===== config.mk =====
export PLATFORM = sky130hd
export DESIGN_NAME = hazard_ctrl_flat
export DESIGN_NICKNAME = d
export VERILOG_FILES = /design/src/rtl/hazard_ctrl_if.sv /design/src/rtl/hazard_ctrl.sv /design/src/flat_wrapper.sv
export SDC_FILE = /design/constraint.sdc
export NUM_CORES = 1
export LEC_CHECK = 0
export CAP_MARGIN = 20
export CORE_AREA = 10 10 47 49
export CTS_BUF_LIST = sky130_fd_sc_hd__clkbuf_16
export DETAILED_ROUTE_END_ITERATION = 12
export DIE_AREA = 0 0 57 59
export PLACE_DENSITY = 0.73
export SYNTH_ARGS = -nofsm -noshare
export SYNTH_HDL_FRONTEND = slang
export SYNTH_SLANG_ARGS = --single-unit
export TNS_END_PERCENT = 5

===== constraint.sdc =====
create_clock -name clk -period 2.1 [get_ports clk]
set_clock_uncertainty 0.1 [all_clocks]
set_input_delay 0.63 -clock clk [delete_from_list [all_inputs] [get_ports clk]]
set_output_delay 0.63 -clock clk [all_outputs]
set_load 0.03 [all_outputs]

===== src/rtl/hazard_ctrl_if.sv =====
// hazard_ctrl_if: hazard-source and pipeline-control bundle between the core
// and the hazard controller.
//   slave  : the controller side (hazard_ctrl) - samples hazard sources,
//            drives per-stage stall/flush and the sticky CGRA watchdog flag.
//   master : the core side - drives hazard sources, consumes stall/flush.
// Signals:
//   axi_stall_i            bus transaction pending
//   ex_memread_i, ex_rd_i  load in EX and its destination register
//   id_rs1_i, id_rs2_i     source registers of the D instruction
//   id_use_rs1_i/rs2_i     D instruction really reads rs1 / rs2
//   ex_redirect_i          taken branch/jump resolved in EX
//   ex_mc_start_i          CGRA operation issued from EX
//   mc_done_i              CGRA result valid (pulse)
//   mc_to_clr_i            clears mc_timeout_o
//   stallF..stallM         hold stage register
//   flushD..flushW         load bubble into stage register
//   mc_timeout_o           sticky CGRA watchdog error
interface hazard_ctrl_if #(
  parameter int unsigned REG_AW = 5
);
  logic              axi_stall_i;
  logic              ex_memread_i;
  logic [REG_AW-1:0] ex_rd_i;
  logic [REG_AW-1:0] id_rs1_i;
  logic [REG_AW-1:0] id_rs2_i;
  logic              id_use_rs1_i;
  logic              id_use_rs2_i;
  logic              ex_redirect_i;
  logic              ex_mc_start_i;
  logic              mc_done_i;
  logic              mc_to_clr_i;
  logic              stallF;
  logic              stallD;
  logic              stallE;
  logic              stallM;
  logic              flushD;
  logic              flushE;
  logic              flushM;
  logic              flushW;
  logic              mc_timeout_o;

  modport slave (
    input  axi_stall_i, ex_memread_i, ex_rd_i, id_rs1_i, id_rs2_i,
           id_use_rs1_i, id_use_rs2_i, ex_redirect_i, ex_mc_start_i,
           mc_done_i, mc_to_clr_i,
    output stallF, stallD, stallE, stallM,
           flushD, flushE, flushM, flushW, mc_timeout_o
  );

  modport master (
    output axi_stall_i, ex_memread_i, ex_rd_i, id_rs1_i, id_rs2_i,
           id_use_rs1_i, id_use_rs2_i, ex_redirect_i, ex_mc_start_i,
           mc_done_i, mc_to_clr_i,
    input  stallF, stallD, stallE, stallM,
           flushD, flushE, flushM, flushW, mc_timeout_o
  );
endinterface


===== src/rtl/hazard_ctrl.sv =====
// hazard_ctrl: per-stage stall/flush generation for the 5-stage core with the
// CGRA offload path. Sources, highest priority first: AXI wait, CGRA wait
// (MC state), EX redirect, CGRA issue, load-use (hit or LU state).
// Stall/flush outputs are combinational; state, counters and the watchdog
// flag are registered. Reset is synchronous, active-low (arestn).
// Ports:
//   clk     core clock
//   arestn  synchronous active-low reset
//   hz      hazard_ctrl_if.slave bundle (hazard sources in, controls out)
// Build option:
//   HAZARD_MC_WDOG_EN  compiles in the CGRA watchdog counter and the sticky
//                      mc_timeout_o flag; otherwise MC waits forever and
//                      mc_timeout_o is tied low.
module hazard_ctrl #(
  parameter int unsigned REG_AW     = 5,
  parameter int unsigned LU_CYCLES  = 1,
  parameter int unsigned TO_W       = 8,
  parameter int unsigned MC_TIMEOUT = 200
) (
  input logic          clk,
  input logic          arestn,
  hazard_ctrl_if.slave hz
);

  typedef enum logic [1:0] {IDLE, LU, MC} state_e;

  // LU is entered after the first bubble, so it counts the remaining ones.
  localparam logic [1:0] LU_INIT = (LU_CYCLES > 1) ? 2'(LU_CYCLES - 2) : 2'd0;

  state_e      state, nextState;
  logic [1:0]  luCnt, nextLuCnt;
  logic        stF, stD, stE, stM, flD, flE, flM, flW;
  logic        wdClr, wdInc, wdHit, toSet;
  logic        luHit;
  logic [REG_AW-1:0] exRd, idRs1, idRs2;

  assign exRd  = hz.ex_rd_i;
  assign idRs1 = hz.id_rs1_i;
  assign idRs2 = hz.id_rs2_i;

  assign luHit = hz.ex_memread_i && (exRd != '0) &&
                 ((hz.id_use_rs1_i && (exRd == idRs1)) ||
                  (hz.id_use_rs2_i && (exRd == idRs2)));

  always_comb begin
    stF       = 1'b0;
    stD       = 1'b0;
    stE       = 1'b0;
    stM       = 1'b0;
    flD       = 1'b0;
    flE       = 1'b0;
    flM       = 1'b0;
    flW       = 1'b0;
    nextState = state;
    nextLuCnt = luCnt;
    wdClr     = 1'b0;
    wdInc     = 1'b0;
    toSet     = 1'b0;
    if (!arestn) begin
      // outputs held low during reset; registers reset in always_ff
    end else if (hz.axi_stall_i) begin
      // whole pipeline frozen; defaults keep state and counters unchanged
      stF = 1'b1;
      stD = 1'b1;
      stE = 1'b1;
      stM = 1'b1;
      flW = 1'b1;
    end else begin
      case (state)
        MC: begin
          if (hz.mc_done_i) begin
            nextState = IDLE;
          end else if (wdHit) begin
            toSet     = 1'b1;
            nextState = IDLE;
          end else begin
            stF   = 1'b1;
            stD   = 1'b1;
            stE   = 1'b1;
            flM   = 1'b1;
            wdInc = 1'b1;
          end
        end
        default: begin
          // IDLE and LU share the redirect / issue priority chain
          if (hz.ex_redirect_i) begin
            flD       = 1'b1;
            flE       = 1'b1;
            nextState = IDLE;
          end else if (hz.ex_mc_start_i) begin
            stF       = 1'b1;
            stD       = 1'b1;
            stE       = 1'b1;
            flM       = 1'b1;
            wdClr     = 1'b1;
            nextState = MC;
          end else if (state == LU) begin
            stF = 1'b1;
            stD = 1'b1;
            flE = 1'b1;
            if (luCnt == 2'd0) nextState = IDLE;
            else               nextLuCnt = luCnt - 2'd1;
          end else if (luHit) begin
            stF = 1'b1;
            stD = 1'b1;
            flE = 1'b1;
            if (LU_CYCLES > 1) begin
              nextState = LU;
              nextLuCnt = LU_INIT;
            end
          end
        end
      endcase
    end
  end

  always_ff @(posedge clk) begin
    if (!arestn) begin
      state <= IDLE;
      luCnt <= '0;
    end else begin
      state <= nextState;
      luCnt <= nextLuCnt;
    end
  end

`ifdef HAZARD_MC_WDOG_EN
  localparam logic [TO_W-1:0] WD_LIMIT = TO_W'(MC_TIMEOUT - 1);

  logic [TO_W-1:0] wdCnt;
  logic            toFlag;

  // wdCnt holds the number of completed MC wait cycles, so the compare
  // fires on the MC_TIMEOUT-th MC cycle.
  assign wdHit = (wdCnt == WD_LIMIT);

  always_ff @(posedge clk) begin
    if (!arestn) begin
      wdCnt  <= '0;
      toFlag <= 1'b0;
    end else begin
      if (wdClr)      wdCnt <= '0;
      else if (wdInc) wdCnt <= wdCnt + TO_W'(1);
      if (hz.mc_to_clr_i) toFlag <= 1'b0;
      else if (toSet)     toFlag <= 1'b1;
    end
  end

  assign hz.mc_timeout_o = toFlag & arestn;
`else
  logic unusedWd;

  assign wdHit           = 1'b0;
  assign hz.mc_timeout_o = 1'b0;
  assign unusedWd        = ^{wdClr, wdInc, toSet, hz.mc_to_clr_i};
`endif

  assign hz.stallF = stF;
  assign hz.stallD = stD;
  assign hz.stallE = stE;
  assign hz.stallM = stM;
  assign hz.flushD = flD;
  assign hz.flushE = flE;
  assign hz.flushM = flM;
  assign hz.flushW = flW;

endmodule


===== src/flat_wrapper.sv =====
// flat-port wrapper written by rule: the top's interface ports become plain ports
module hazard_ctrl_flat 
#(
  parameter int unsigned REG_AW     = 5,
  parameter int unsigned LU_CYCLES  = 1,
  parameter int unsigned TO_W       = 8,
  parameter int unsigned MC_TIMEOUT = 200
)
  (clk, arestn, hz_axi_stall_i, hz_ex_memread_i, hz_ex_rd_i, hz_id_rs1_i, hz_id_rs2_i, hz_id_use_rs1_i, hz_id_use_rs2_i, hz_ex_redirect_i, hz_ex_mc_start_i, hz_mc_done_i, hz_mc_to_clr_i, hz_stallF, hz_stallD, hz_stallE, hz_stallM, hz_flushD, hz_flushE, hz_flushM, hz_flushW, hz_mc_timeout_o);
  hazard_ctrl_if #(.REG_AW(REG_AW)) hz_i ();
  input logic clk;
  input logic arestn;
  input wire logic [$bits(hz_i.axi_stall_i)-1:0] hz_axi_stall_i;
  input wire logic [$bits(hz_i.ex_memread_i)-1:0] hz_ex_memread_i;
  input wire logic [$bits(hz_i.ex_rd_i)-1:0] hz_ex_rd_i;
  input wire logic [$bits(hz_i.id_rs1_i)-1:0] hz_id_rs1_i;
  input wire logic [$bits(hz_i.id_rs2_i)-1:0] hz_id_rs2_i;
  input wire logic [$bits(hz_i.id_use_rs1_i)-1:0] hz_id_use_rs1_i;
  input wire logic [$bits(hz_i.id_use_rs2_i)-1:0] hz_id_use_rs2_i;
  input wire logic [$bits(hz_i.ex_redirect_i)-1:0] hz_ex_redirect_i;
  input wire logic [$bits(hz_i.ex_mc_start_i)-1:0] hz_ex_mc_start_i;
  input wire logic [$bits(hz_i.mc_done_i)-1:0] hz_mc_done_i;
  input wire logic [$bits(hz_i.mc_to_clr_i)-1:0] hz_mc_to_clr_i;
  output wire logic [$bits(hz_i.stallF)-1:0] hz_stallF;
  output wire logic [$bits(hz_i.stallD)-1:0] hz_stallD;
  output wire logic [$bits(hz_i.stallE)-1:0] hz_stallE;
  output wire logic [$bits(hz_i.stallM)-1:0] hz_stallM;
  output wire logic [$bits(hz_i.flushD)-1:0] hz_flushD;
  output wire logic [$bits(hz_i.flushE)-1:0] hz_flushE;
  output wire logic [$bits(hz_i.flushM)-1:0] hz_flushM;
  output wire logic [$bits(hz_i.flushW)-1:0] hz_flushW;
  output wire logic [$bits(hz_i.mc_timeout_o)-1:0] hz_mc_timeout_o;
  assign hz_i.axi_stall_i = hz_axi_stall_i;
  assign hz_i.ex_memread_i = hz_ex_memread_i;
  assign hz_i.ex_rd_i = hz_ex_rd_i;
  assign hz_i.id_rs1_i = hz_id_rs1_i;
  assign hz_i.id_rs2_i = hz_id_rs2_i;
  assign hz_i.id_use_rs1_i = hz_id_use_rs1_i;
  assign hz_i.id_use_rs2_i = hz_id_use_rs2_i;
  assign hz_i.ex_redirect_i = hz_ex_redirect_i;
  assign hz_i.ex_mc_start_i = hz_ex_mc_start_i;
  assign hz_i.mc_done_i = hz_mc_done_i;
  assign hz_i.mc_to_clr_i = hz_mc_to_clr_i;
  assign hz_stallF = hz_i.stallF;
  assign hz_stallD = hz_i.stallD;
  assign hz_stallE = hz_i.stallE;
  assign hz_stallM = hz_i.stallM;
  assign hz_flushD = hz_i.flushD;
  assign hz_flushE = hz_i.flushE;
  assign hz_flushM = hz_i.flushM;
  assign hz_flushW = hz_i.flushW;
  assign hz_mc_timeout_o = hz_i.mc_timeout_o;
  hazard_ctrl #(.REG_AW(REG_AW), .LU_CYCLES(LU_CYCLES), .TO_W(TO_W), .MC_TIMEOUT(MC_TIMEOUT)) u_core (.clk(clk), .arestn(arestn), .hz(hz_i));
endmodule

==> results of run 1 <==
## layer usage
layer  vias to the layer above  global-route usage  routed length (µm)  share of wire
met4                         0                   0                   0              0
met3                         0              0.0236                 116          0.093
li1                        189                   -                   -              -
met1                       171              0.0789                 500           0.40
met5                         -                   0                   0              0
met2                        19               0.121                 636           0.51
## power by group through the flow
| stage | clock network [mW] | registers (mW) | logic, mW |
|---|---|---|---|
| 3_3_place_gp | 0 | 0.0215 | 0.129 |
| 2_1_floorplan | 0 | 0.0213 | 0.0586 |
| 3_5_place_dp | 0 | 0.0216 | 0.130 |
| 5_1_grt | 0 | 0.0220 | 0.151 |
| 4_1_cts | 0 | 0.0216 | 0.136 |
| 6_report | 0 | 0.0218 | 0.142 |
## critical path: stages
cell and delay (ps):
clkdlybuf4s15_1 190, xor2_2 160, nor4_2 270, a32oi_2 130, o21bai_2 180, buf_6 150
## synthesized netlist by cell type
cell type | count | area [µm²]
o21a_1 | 1 | 7.51
mux2i_1 | 1 | 10.0
and2_0 | 1 | 6.26
dfxtp_1 | 1 | 20.0
nand2_1 | 1 | 3.75
xnor2_1 | 2 | 17.5
nor2_1 | 3 | 11.3
nor4_1 | 1 | 6.26
nor3_1 | 1 | 5.00
a21o_1 | 1 | 7.51
o21bai_1 | 2 | 15.0
nand4_1 | 2 | 12.5
a32oi_1 | 1 | 8.76
and2_1 | 2 | 12.5
xor2_1 | 8 | 70.1
nor4_2 | 1 | 12.5
nand2b_1 | 1 | 6.26
conb_1 | 1 | 3.75
buf_4 | 3 | 22.5
nor2b_1 | 1 | 6.26
and3b_1 | 1 | 8.76
## worst min path at each step
stage	endpoint	startpoint	cells past startpoint	slack, ps
after floorplan	u_core.state[1]	u_core.state[1]	1	410
after global placement	u_core.state[1]	u_core.state[1]	1	440
after detailed placement	u_core.state[1]	u_core.state[1]	1	450
after CTS	u_core.state[1]	u_core.state[1]	1	450
after global routing	u_core.state[1]	u_core.state[1]	1	480
final	u_core.state[1]	u_core.state[1]	1	460
## logic make-up after synthesis
group / Yosys count
other: 1
xor gates and xnor gates: 10
and+or+nand+nor: 15
DFF: 1
muxes: 1
buffers and inverters: 3
AOI/OAI and AO/OA: 5
## metrics by stage
step	cells	setup slack, ps
detailed placement	87	-757
finish	87	-340
global placement	87	-733
CTS	87	-355
floorplan	36	-291
global route	87	-437
## timing repair
item | 4_1_cts | 5_1_grt
endpoints found under the setup margin | 8 | 5
resized for setup | 81 | 12
pin swaps | 14 | 7
setup buffers | 0 | 0
## final cells by class
type	count	area [µm²]
tap	16	20.0
multi-input combinational	32	319
timing repair buffer	38	324
sequential	1	20.0
fill	153	718
==> results.txt, run 1 <==
----------------------------------------------------
[Power]
  Switch Pwr ... 0.0660 mW
  Sequential share of power ... 0.133
  Power Internal ... approximately 0.1 mW
  Net switching fraction of the power ... 0.403
  Maximum resistive drop on vdd ... 0.000186 V
  Total design power ... between 0.15 and 0.2 mW
  Combinational cell fraction of total power ... 0.867
  Power per cell area ... ~240 nW/µm²
  Lkg Pwr ... approximately 0.32 nW
  Clock power share ... 0

[Drt]
  Vias/cell ... roughly 4.4
  Detailed-route wire length per cell ... 14.4 µm
  Residual DRC count ... 0
  Detailed-route wire length ... between 1000 and 1500 µm
  Initial detailed-routing violation count ... 4
  Remaining antenna violation count ... 0
  Number of iterations in the first detailed-routing pass ... 4
  Overall via count from detail_route ... 379

[Placement]
  HPWL after detailed placement ... 1060 µm
  Count of port buffers added during placement ... 31
  Final RePlAce weighted congestion ... 0.766
  Standard cell area after detailed placement ... ~630 µm²

[STA]
  Final Setup Violations ... 4
  Worst hold slack after final layout ... roughly 460 ps
  Hold Violations, Final ... 0
  Maximum operating frequency ... between 400 and 500 MHz
  Unrepaired setup endpoints after global routing ... true
  Final setup TNS ... -1030 ps
  Post-route worst setup slack ... -340 ps
  Fin. max-slew vios ... 0
  Period minus WS final ... 2440 ps
  Tcrit/Tclk final ... 1.16

[Critical path]
  Startpoint Class ... primary input
  Reg-to-Reg End ... u_core.state[1]
  Critical Path AT ... between 1500 and 2000 ps
  Capture point of the critical path ... hz_flushE
  RR Startpoint ... u_core.state[1]
  Worst setup slack for register-to-register paths ... 930 ps
  Type of destination of the critical path ... output pin
  Setup CP Type ... in -> out
  Critical path startpoint ... hz_id_rs2_i[4]
  Largest fanout on the critical path ... 2
  Worst-case reg-to-reg path depth ... 4
  Required time of the critical path ... 1370 ps

[Floorplanning]
  Standard cell core area ... approximately 1400 µm²
  Die Span X ... 57 µm
  Effective utilization at floorplan ... 0.196
  Height of the chip ... between 50 and 60 µm
  DIE AREA ... roughly 3400 µm²
  Row cnt ... 14
  Number of top-level pins ... 34

[Cells and area]
  Max FFs per register ... 1
  Fraction of final layout cells sized beyond drive strength 1 ... 0.620
  Total inserted antenna cells ... 0
  Synthesis-to-finish area growth ... 149%
  Final standard cell utilization of the core ... 0.488
  Biggest regs ... u_core.state (1)
  Final net count ... 98
  Biggest register ... u_core.state
  Summed area of non-filler cells in the final layout ... 683 µm²
  Commonest cells after routing, fill and taps aside ... 11 x buf_6, 11 x buf_4, 8 x buf_2

[GRT]
  Maximum number of pins on one net before global-route repair ... 6
  Overall track demand over capacity in global routing ... 0.0672
  Number of global-route vias before repair ... 431
  Total congestion overflow after global routing ... 0
  Number of antenna violations at the first check in global routing ... 0
  Wire length of the first global-routing pass ... 1950 µm

[Min path]
  Classification of the worst-slack hold path ... reg -> reg

[Clock network]
  Cts hold-fix bufs ... 0
  Insertion delay of the later-clocked pin in the worst-skew pair ... 0 ps
  Clock-pin slew on the worst setup and hold paths ... 0 ps

[Synthesis]
  Warning count from the yosys run ... 0
  Post-Synthesis Cell Area ... 274 µm²
  Fraction of synthesized cell area in xor and xnor cells ... 0.320
  Number of distinct library cell variants in the gate-level netlist after synthesis ... 21
  Share of synthesized cell area in and, or, nand and nor gates ... 0.333
  Post-Synth Adder-Cell Area ... 0
  Number of cells produced by synthesis ... 36
  Fraction of the mapped netlist area in compound gates ... 0.142
  #FFs+latches synth ... 1
  Fraction of synthesized area in multiplexers ... 0.0365
  Syn_area_per_cell ... 7.61 µm²
  Net count after synthesis ... 61
  Main combinational cell family by area after synthesis ... simple AND/OR/NAND/NOR gates
  Sequential share of the synthesized area ... 0.0731

[Outcome]
  Violated checks ... negative setup slack
  Status ... finished with violations

[Run]
  Max-Cap Viols ... 0

----------------------------------------------------
No activity file was read; power rests on OpenSTA's default activity.
==> run 2: changes to the inputs <==
PLACE_DENSITY = 0.7   (was 0.73)
clock period = 2.7 ns   (was 2.1 ns; I/O delays follow)
==> run 2 against run 1 <==
  * The flow still finishes with violations (negative setup slack)
  * Critical path type unchanged
  * Cell count down 2.3%
  * First-iteration DRC count fell by 100%
  * Setup slack better by 220 ps
  * Die area did not move
  * Sequential power fell by 23%
  * Total power shrank 27%
  * Via count down 0.79%
  * Global-route usage decreased by 0.91 points
  * Largest power group unchanged
  * Critical endpoint unchanged
  * Cell area fell by 4.6%
==> results.txt, run 2 (synthesis gave the netlist of run 1 again) <==
----------------------------------------------------
[STA]
  Hold Violations, Final ... 0 (unchanged)
  Post-route worst setup slack ... -119 ps (+221 ps)
  Unrepaired setup endpoints after global routing ... true
  Tcrit/Tclk final ... 1.04
  Final setup TNS ... -354 ps (+673 ps)
  Worst hold slack after final layout ... 445 ps (-12.8 ps)
  Fin. max-slew vios ... 0 (unchanged)
  Period minus WS final ... 2820 ps
  Maximum operating frequency ... 355 MHz
  Final Setup Violations ... 3 (-1)

[Critical path]
  Required time of the critical path ... 1790 ps (+420 ps)
  Worst-case reg-to-reg path depth ... 3 (-1)
  Slowest library cell on the worst path ... clkdlybuf4s50_1
  Critical path startpoint ... hz_id_rs1_i[0]
  Worst setup slack for register-to-register paths ... 1630 ps (+700 ps)
  Largest fanout on the critical path ... 2 (unchanged)
  Cells along the critical path ... clkdlybuf4s50_1 -> xnor2_1 -> a32oi_2 -> o21bai_2 -> buf_6
  Critical Path Max Stage Delay ... 410 ps (+140 ps)
  RR Startpoint ... u_core.state[1]
  Startpoint Class ... primary input
  Critical Path AT ... 1910 ps (+200 ps)
  Type of destination of the critical path ... output pin
  Setup CP Type ... in -> out

[Drt]
  Overall via count from detail_route ... 376 (-0.79%)
  Detailed-route wire length per cell ... 13.1 µm (-8.9%)
  Vias/cell ... 4.42 (+1.5%)
  Initial detailed-routing violation count ... 0 (-4)
  Detailed-route wire length ... 1120 µm (-11%)
  Residual DRC count ... 0 (unchanged)
  Number of iterations in the first detailed-routing pass ... 1 (-3)
  Remaining antenna violation count ... 0 (unchanged)

[Outcome]
  Violated checks ... negative setup slack
  Status ... finished with violations

[Floorplanning]
  Effective utilization at floorplan ... 0.196 (unchanged)
  Row cnt ... 14 (unchanged)
  DIE AREA ... 3360 µm² (unchanged)
  Height of the chip ... 59 µm (unchanged)
  Standard cell core area ... 1400 µm² (unchanged)
  Die Span X ... 57 µm (unchanged)
  Number of top-level pins ... 34 (unchanged)

[Min path]
  Beginning of the worst hold path ... u_core.state[1]
  Classification of the worst-slack hold path ... reg -> reg
  Depth of the worst hold-timing path ... 1 (unchanged)

[Cells and area]
  Final standard cell utilization of the core ... 0.465 (-0.0223)
  Total of fill cells in the finished design ... 140 (-8.5%)
  Fraction of final layout cells sized beyond drive strength 1 ... 0.449 (-0.170)
  Commonest non-fill, non-tap cell in the layout ... buf_4
  Area occupied by multi-input gates ... 290 µm² (-9.0%)
  Biggest regs ... u_core.state (1)
  Biggest register ... u_core.state
  Max FFs per register ... 1 (unchanged)
  Synthesis-to-finish area growth ... 138%
  Final std cells w/o fill ... 85 (-2.3%)
  Area taken by flip-flops and latches ... 20.0 µm² (unchanged)
  Commonest cells after routing, fill and taps aside ... 9 x buf_4, 8 x buf_6, 6 x xor2_1
  Final net count ... 96 (-2.0%)
  Total inserted antenna cells ... 0 (unchanged)

[GRT]
  Wire length of the first global-routing pass ... 1670 µm (-14%)
  Number of antenna violations at the first check in global routing ... 0 (unchanged)
  Total congestion overflow after global routing ... 0 (unchanged)
  Overall track demand over capacity in global routing ... 0.0580 (-0.00915)
  Number of global-route vias before repair ... 392 (-9.0%)
  Maximum number of pins on one net before global-route repair ... 6 (unchanged)

[Power]
  Power per cell area ... 183 nW/µm² (-24%)
  Lkg Pwr ... 0.321 nW (-0.67%)
  Maximum resistive drop on vdd ... 0.000112 V (-40%)

[Clock network]
  Clock-pin slew on the worst setup and hold paths ... 0 ps (unchanged)
  Postcts setup bufs ... 0 (unchanged)
  Insertion delay of the later-clocked pin in the worst-skew pair ... 0 ps (unchanged)
  Cts hold-fix bufs ... 0 (unchanged)

[Placement]
  Setup slack at placement ... -574 ps (+183 ps)
  Final RePlAce weighted congestion ... 0.752 (-1.8%)
  Count of port buffers added during placement ... 31 (unchanged)
  HPWL after detailed placement ... 1020 µm (-3.6%)
  Total placed cells including tap cells ... 85 (-2.3%)

[Run]
  Max-Cap Viols ... 0 (unchanged)

----------------------------------------------------
run 2: cell types whose count changed in the layout (fill, tap and decap cells not counted), sizes merged:
cell           delta
clkbuf            +1
buf               -9
clkdlybuf4s50     +1
dlygate4sd2       +3
dlymetal6s2s      +2
run 2: through the flow:
step           cell area (µm²)  power, mW
2_1_floorplan              289     0.0613
3_3_place_gp               614      0.115
3_5_place_dp               614      0.116
4_1_cts                    627      0.116
5_1_grt                    652      0.126
6_report                   652      0.119
run 2: worst max-delay path, delay by kind of cell:
| family | cells | cell delay, ps |
|---|---|---|
| buf+inv | 2 | 550 |
| compound gates | 2 | 400 |
| xor+xnor | 1 | 140 |
run 2: path summary, 6_finish.rpt:
path / endpoint
max: hz_flushE
min: u_core.state[1]
min reg2reg: u_core.state[1]
max reg2reg: u_core.state[1]
run 2: where the power goes:
part,internal (mW),total (mW),switching [mW]
logic,0.0559,0.102,0.0463
clock network,0,0,0
registers,0.0158,0.0168,0.000962
total,0.0718,0.119,0.0472
run 2: area by class of cell:
cell class / count / share of cell area
Timing Repair Buffer: 36 / 0.493
Multi-Input combinational cell: 32 / 0.445
Sequential cell: 1 / 0.0307
Tap cell: 16 / 0.0307
run 2: layer usage:
layer	routed length [µm]	GRT usage	part of all wire	up-vias
li1	-	-	-	188
met1	441	0.0656	0.40	165
met2	554	0.105	0.50	23
met3	119	0.0236	0.11	0
met4	0	0	0	0
met5	0	0	0	-
run 2: what timing repair did:
item / 4_1_cts / 5_1_grt
pin swaps: 12 / 8
endpoints found under the setup margin: 6 / 6
gates resized for setup: 49 / 15
